File: src/rtl/arbiter_wrr_hold_pkg.sv
// Shared types and helpers for the weighted round-robin arbiter with burst tenure.
// Holds the state encoding, a clog2 helper and the weight-slice extraction macro.
package arbiter_wrr_hold_pkg;

    typedef enum logic {
        IDLE  = 1'b0,
        GRANT = 1'b1
    } arb_state_t;

    function automatic int arb_clog2(input int n);
        int r;
        r = 0;
        while ((1 << r) < n) r++;
        return r;
    endfunction

endpackage

`ifndef ARB_WSLICE
`define ARB_WSLICE(vec, idx, w) vec[(idx)*(w) +: (w)]
`endif

File: src/rtl/arbiter_wrr_hold_fixed_prio.sv
// Combinational lowest-index-wins picker: returns the one-hot of the lowest set bit of req.
module arbiter_fixed_prio_lsb #(
    parameter int REQ_WIDTH = 8
) (
    input  logic [REQ_WIDTH-1:0] req,
    output logic [REQ_WIDTH-1:0] gnt
);

    // Two's-complement trick isolates the lowest set bit.
    assign gnt = req & (~req + REQ_WIDTH'(1));

endmodule

File: src/rtl/arbiter_wrr_hold.sv
// Weighted round-robin arbiter; an owner keeps the grant for up to weight acked beats.
// Optional macro ARB_WRR_LOCK_EN adds a lock input that stops credit exhaustion ending a tenure.
module arbiter_wrr_hold
    import arbiter_wrr_hold_pkg::*;
#(
    parameter int REQ_WIDTH    = 8,
    parameter int WEIGHT_WIDTH = 4,
    parameter int ID_WIDTH     = arb_clog2(REQ_WIDTH)
) (
    input  logic                              clk,
    input  logic                              rst_n,
    input  logic [REQ_WIDTH-1:0]              req,
    input  logic [REQ_WIDTH*WEIGHT_WIDTH-1:0] weight,
    input  logic                              ack,
`ifdef ARB_WRR_LOCK_EN
    input  logic                              lock,
`endif
    output logic [REQ_WIDTH-1:0]              gnt,
    output logic [ID_WIDTH-1:0]               gnt_id,
    output logic                              busy
);

    arb_state_t               state, state_nxt;
    logic [REQ_WIDTH-1:0]     gnt_nxt, mask, mask_nxt, mask_new, sel_mask;
    logic [REQ_WIDTH-1:0]     req_c, req_msk, pick_m, pick_u, win;
    logic [ID_WIDTH-1:0]      gnt_id_nxt, win_id;
    logic [WEIGHT_WIDTH-1:0]  credit, credit_nxt, wload;
    logic                     lock_on, release_req, exhaust;

`ifdef ARB_WRR_LOCK_EN
    assign lock_on = lock;
`else
    assign lock_on = 1'b0;
`endif

    assign release_req = (state == GRANT) && ~|(req & gnt);
    assign exhaust     = (state == GRANT) && ack && (credit == WEIGHT_WIDTH'(1)) && !lock_on;

    // Mask after the current owner's tenure: only bits strictly above the owner stay set.
    always_comb begin
        mask_new = '0;
        for (int i = 0; i < REQ_WIDTH; i++)
            mask_new[i] = (i > int'(gnt_id));
    end

    // An early-releasing owner is removed from the candidate set for its own successor.
    assign req_c    = release_req ? (req & ~gnt) : req;
    assign sel_mask = (state == GRANT) ? mask_new : mask;
    assign req_msk  = req_c & sel_mask;

    arbiter_fixed_prio_lsb #(.REQ_WIDTH(REQ_WIDTH)) u_pick_m (.req(req_msk), .gnt(pick_m));
    arbiter_fixed_prio_lsb #(.REQ_WIDTH(REQ_WIDTH)) u_pick_u (.req(req_c),   .gnt(pick_u));

    assign win = (|req_msk) ? pick_m : pick_u;

    always_comb begin
        win_id = '0;
        wload  = '0;
        for (int i = 0; i < REQ_WIDTH; i++) begin
            if (win[i]) begin
                win_id = ID_WIDTH'(i);
                wload  = `ARB_WSLICE(weight, i, WEIGHT_WIDTH);
            end
        end
        if (wload == '0) wload = WEIGHT_WIDTH'(1);
    end

    always_comb begin
        state_nxt  = state;
        gnt_nxt    = gnt;
        gnt_id_nxt = gnt_id;
        credit_nxt = credit;
        mask_nxt   = mask;
        case (state)
            IDLE: begin
                if (|req) begin
                    state_nxt  = GRANT;
                    gnt_nxt    = win;
                    gnt_id_nxt = win_id;
                    credit_nxt = wload;
                end
            end
            GRANT: begin
                if (release_req || exhaust) begin
                    mask_nxt = mask_new;
                    if (|win) begin
                        gnt_nxt    = win;
                        gnt_id_nxt = win_id;
                        credit_nxt = wload;
                    end else begin
                        state_nxt  = IDLE;
                        gnt_nxt    = '0;
                        gnt_id_nxt = '0;
                        credit_nxt = '0;
                    end
                end else if (ack && credit > WEIGHT_WIDTH'(1)) begin
                    credit_nxt = credit - WEIGHT_WIDTH'(1);
                end
            end
            default: state_nxt = IDLE;
        endcase
    end

    always_ff @(posedge clk or negedge rst_n) begin
        if (!rst_n) begin
            state  <= IDLE;
            gnt    <= '0;
            gnt_id <= '0;
            credit <= '0;
            mask   <= '1;
        end else begin
            state  <= state_nxt;
            gnt    <= gnt_nxt;
            gnt_id <= gnt_id_nxt;
            credit <= credit_nxt;
            mask   <= mask_nxt;
        end
    end

    assign busy = (state == GRANT);

endmodule
File: config.mk
export PLATFORM = sky130hd
export DESIGN_NAME = arbiter_wrr_hold
export DESIGN_NICKNAME = d
export VERILOG_FILES = /design/src/rtl/arbiter_wrr_hold_pkg.sv /design/src/rtl/arbiter_wrr_hold_fixed_prio.sv /design/src/rtl/arbiter_wrr_hold.sv
export SDC_FILE = /design/constraint.sdc
export NUM_CORES = 1
export LEC_CHECK = 0
export CORE_ASPECT_RATIO = 0.6
export CORE_MARGIN = 2
export CORE_UTILIZATION = 45
export DETAILED_ROUTE_END_ITERATION = 7
export MAX_ROUTING_LAYER = met4
export PLACE_DENSITY_LB_ADDON = 0.08
export SYNTH_ARGS = -nofsm -noshare
export SYNTH_HDL_FRONTEND = slang
export SYNTH_SLANG_ARGS = --single-unit
export TNS_END_PERCENT = 20
File: constraint.sdc
create_clock -name clk -period 3.3 [get_ports clk]
set_input_delay 0.495 -clock clk [delete_from_list [all_inputs] [get_ports clk]]
set_output_delay 0.495 -clock clk [all_outputs]
set_load 0.005 [all_outputs]
==> run summary <==
The number of buffers inserted by hold repair at cts came out at 0. The die is 56.7 um tall. The critical path goes through buf_4 -> o211ai_1 -> o211ai_2 -> nand3_2 -> o41ai_1 -> nand2_1 -> o221a_1 -> o2111ai_2 -> o211ai_1.

The initial DRC count came out at 237. The overall via count from detail_route came out at 2162. The worst-path cell with the longest stage delay is sky130_fd_sc_hd__dfrtp_1. The global-route wire length before repair came out at 10.5 mm. The fraction of power spent switching nets came out at 45.3%.

STA puts the critical path data required time at 3.46 ns. The number of different library cells used by synthesis comes to 68. The biggest area contributor in the post-synthesis netlist is sky130_fd_sc_hd__dfrtp_1. The number of antenna violations at the first check in global routing is 0. The largest stage delay on the critical path is 0.74 ns. After clock tree synthesis, the clock-pin slew on the worst setup and hold paths is 0.10 ns.

The total wire length is 6.46 mm. The fraction of the cycle the final worst path needs came out at 88.8%. Following the worst setup path forward leads to its endpoint at credit[0]$_DFFE_PN0P_.

The share of async-settable or async-resettable flops after synthesis is 100%. TritonCTS created 3 clock buffers. The count of state elements after synthesis is 24.

The part of the Yosys area used for sequential elements came out at 29.3%. The longest clock path from root to sink contains 2 buffers. The maximum ir drop on the vdd rail came out at ~0.50 mV.

The design internal power came out at 1.28 mW. The mean number of vias per cell is 5.94. The minimum clock period came out at 2.93 ns.

After floorplanning, the core was sized to cover 0.00452 mm^2. The TritonCTS clock tree is yes. The final max-slew violation count was 0. The launch instance of the worst min-delay path is mask[2]$_DFFE_PN1P_. The total number of yosys warnings came out at 0. Counting tap cells, the placed design contains a total of 360 instances. At the end of routability-driven placement, the weighted congestion stood at between 0.9 and 1. Among the stages of the critical path, the cell type that occurs most often is sky130_fd_sc_hd__o211ai_1. The post-CTS repair timing setup buffer count is 0. The global-route usage over all layers came out at 26.5%. The worst setup path is launched from a register.

The min-delay analysis places its worst path in the category reg -> reg. The full die area is 0.00520 mm^2. In this run the critical register-to-register path is launched from busy$_DFF_PN0_. Setup violations remaining at the end of the flow were counted as 0.

The most used flip-flop cell after synthesis is sky130_fd_sc_hd__dfrtp_1. At the pin with the least slew margin, the transition time is 0.645 ns. Across the run, the number of max-cap violations was 0. The area growth from synthesis to final layout is 32.8%. By area the synthesized netlist is led by sky130_fd_sc_hd__dfrtp_1 (19%), sky130_fd_sc_hd__dfstp_2 (10%), sky130_fd_sc_hd__nand2_1 (8.1%), sky130_fd_sc_hd__o21ai_0 (3.8%), sky130_fd_sc_hd__nor2_1 (3.4%). The total inserted antenna cells came out at 0. The post-cts repair resize count is 0.

The number of placed I/O pins is 55. The leakage component of the power is 1.09 nW. The share of the synthesized area in the top cell type is 19.2%. Entering global routing, the biggest net connects 25 pins.

The fmax is roughly 340 MHz. The number of remaining DRC errors is 0. The fraction of final layout cells sized beyond drive strength 1 is a little under a fifth. In this run the number of H-tree levels came out at 1. The wire-length estimate of the detail-placed layout is 5.04 mm. In this run the tightest slew margin relative to its limit is 56.7%.

The filler-free cell count of the finished design is approximately 360. The register-to-register path setup slack came out at ~0.37 ns. The via count of the first global-routing pass came out at 2049. In this run the worst setup path begins at busy$_DFF_PN0_. The number of core rows is 19. The utilization after layout is 61.2%. The clock sink count came out at 24. The depth of the worst register-to-register path is 9.

The number of fillers in the final layout came out at 405. The post-place instance area came out at 0.00269 mm^2. The detailed-route wire length per cell came out at 17.7 um. Setup repair after global routing left no endpoint under its margin. The total number of nets in the final design is 347. For the final database, setup skew stands at roughly 0.0092 ns. The largest fanout of any net on the critical path came out at 16. The number of nets still failing antenna checks after routing came out at 0. The insertion delay to the later sink of the worst-skew pair came out at around 0.28 ns. The overall overflow remaining after global route is 0.

Summed over all failing endpoints, the final setup total negative slack is 0 ns. The endpoint identified for the worst register-to-register timing path is credit[0]$_DFFE_PN0P_. Port buffering added 54 buffers. Ranked by instance count, the synthesized netlist is headed by sky130_fd_sc_hd__nand2_1 (45), sky130_fd_sc_hd__nor2_1 (19), sky130_fd_sc_hd__dfrtp_1 (16), sky130_fd_sc_hd__o21ai_0 (16), sky130_fd_sc_hd__a21oi_1 (9).

When the netlist entered floorplanning its net count stood at 288. The starting density of the core came out at 46.1%. The flow ran to the end, and the final reports show no timing, DRC or antenna violations.

The tree is rooted in a sky130_fd_sc_hd__clkbuf_8. The arrival time of the worst setup path came out at 3.09 ns. The number of enable flip-flop cells after synthesis came out at 0. The switching power is 1.06 mW. sky130_fd_sc_hd__nand2_1 is the most common cell in the netlist. The die is 91.8 um wide.

The power density over the cells came out at 849 mW/mm^2. The pre-antenna-repair detailed-routing pass consisted of 5 iterations. The endpoint type of the worst setup path is a register. The clock group share of total power came out at 11.5%. The per-instance average area after synthesis came out at 8.56 um^2. The setup path with the least slack is of type reg -> reg. The post-layout instance area came out at 0.00276 mm^2. The post-synthesis instance area is roughly 0.0021 mm^2.

Per report_power, the sequential group accounts for 25.9% of the total. Synthesis handed over a netlist of 243 instances. The final hold violation count came out at 0. The share of total power dissipated in combinational logic is 62.6%.
## power groups by stage
stage	registers, mW	logic [mW]	clock network, mW
after global placement	0.609	1.43	0
final	0.607	1.47	0.270
after floorplan	0.531	1.07	0
after detailed placement	0.606	1.45	0
after global routing	0.633	1.62	0.284
after CTS	0.603	1.46	0.274
## logic make-up after synthesis
family	after synthesis	share of synthesized area, %
compound gates	82	32.0
fa+ha+maj	2	1.20
buf+inv	21	6.55
mux	6	3.13
flops	24	29.3
simple gates	108	27.8
## critical path: cells and delay by family (launching register included)
family	cells	cell delay, ns
DFF	1	0.74
and+or+nand+nor	2	0.31
buffers and inverters	1	0.27
AOI/OAI and AO/OA	6	1.48
## cell usage in the layout, fill, tap and decap left out, types with 3 or more instances in the layout
cell	n
sky130_fd_sc_hd__a21oi_1	9
sky130_fd_sc_hd__clkdlybuf4s50_1	54
sky130_fd_sc_hd__o21a_1	5
sky130_fd_sc_hd__dfstp_2	8
sky130_fd_sc_hd__nor3_1	3
sky130_fd_sc_hd__o21ai_2	3
sky130_fd_sc_hd__a221o_1	4
sky130_fd_sc_hd__nor2_1	19
sky130_fd_sc_hd__a22oi_1	6
sky130_fd_sc_hd__dfrtp_1	16
sky130_fd_sc_hd__nand2_1	45
sky130_fd_sc_hd__mux2_2	4
sky130_fd_sc_hd__o211ai_1	5
sky130_fd_sc_hd__nand3_1	8
sky130_fd_sc_hd__o21ai_0	16
sky130_fd_sc_hd__inv_1	8
sky130_fd_sc_hd__and3b_1	3
sky130_fd_sc_hd__buf_4	13
sky130_fd_sc_hd__clkbuf_8	3
sky130_fd_sc_hd__o21ai_1	4
sky130_fd_sc_hd__a31oi_1	3
sky130_fd_sc_hd__nand4_1	5
## registers in the layout, indices dropped and copies added, names as in the netlist
name / count
gnt_id: 3
credit: 4
busy: 1
gnt: 8
mask: 8
## per-layer routing
metal / part of all wire (%) / GRT usage, % / up-vias
met5: 0 / - / -
met4: 0.37 / 4.90 / 0
met3: 9.8 / 7.11 / 5
met2: 40 / 34.8 / 98
met1: 50 / 40.5 / 1023
li1: - / - / 1036
## how the worst min path moves through the flow
stage	endpoint	slack, ns	depth (start not counted)
after global placement	mask[2]$_DFFE_PN1P_	0.44	2
after detailed placement	mask[2]$_DFFE_PN1P_	0.45	2
after CTS	mask[2]$_DFFE_PN1P_	0.46	2
after global routing	mask[2]$_DFFE_PN1P_	0.48	2
after floorplan	busy$_DFF_PN0_	0.20	0
final	mask[2]$_DFFE_PN1P_	0.46	2
## layout make-up
class	instances	area, um^2	share of cell area (%)
sequential	24	611	22.1
inverter	8	30.0	1.09
timing repair buffer	67	638	23.1
multi-input combinational	198	1330	48.3
tap	63	78.8	2.85
clock buffer	3	41.3	1.49
clock inverter	1	30.0	1.09
## per-stage QoR
stage                     hold slack (ns)  power [mW]  setup slack [ns]
final                               0.456        2.35             0.369
after global routing                0.476        2.53             0.185
after CTS                           0.460        2.33             0.495
after detailed placement            0.446        2.06             0.220
after global placement              0.441        2.04             0.267
after floorplan                     0.199        1.60              1.00
Power figures use the tool's default switching activity.
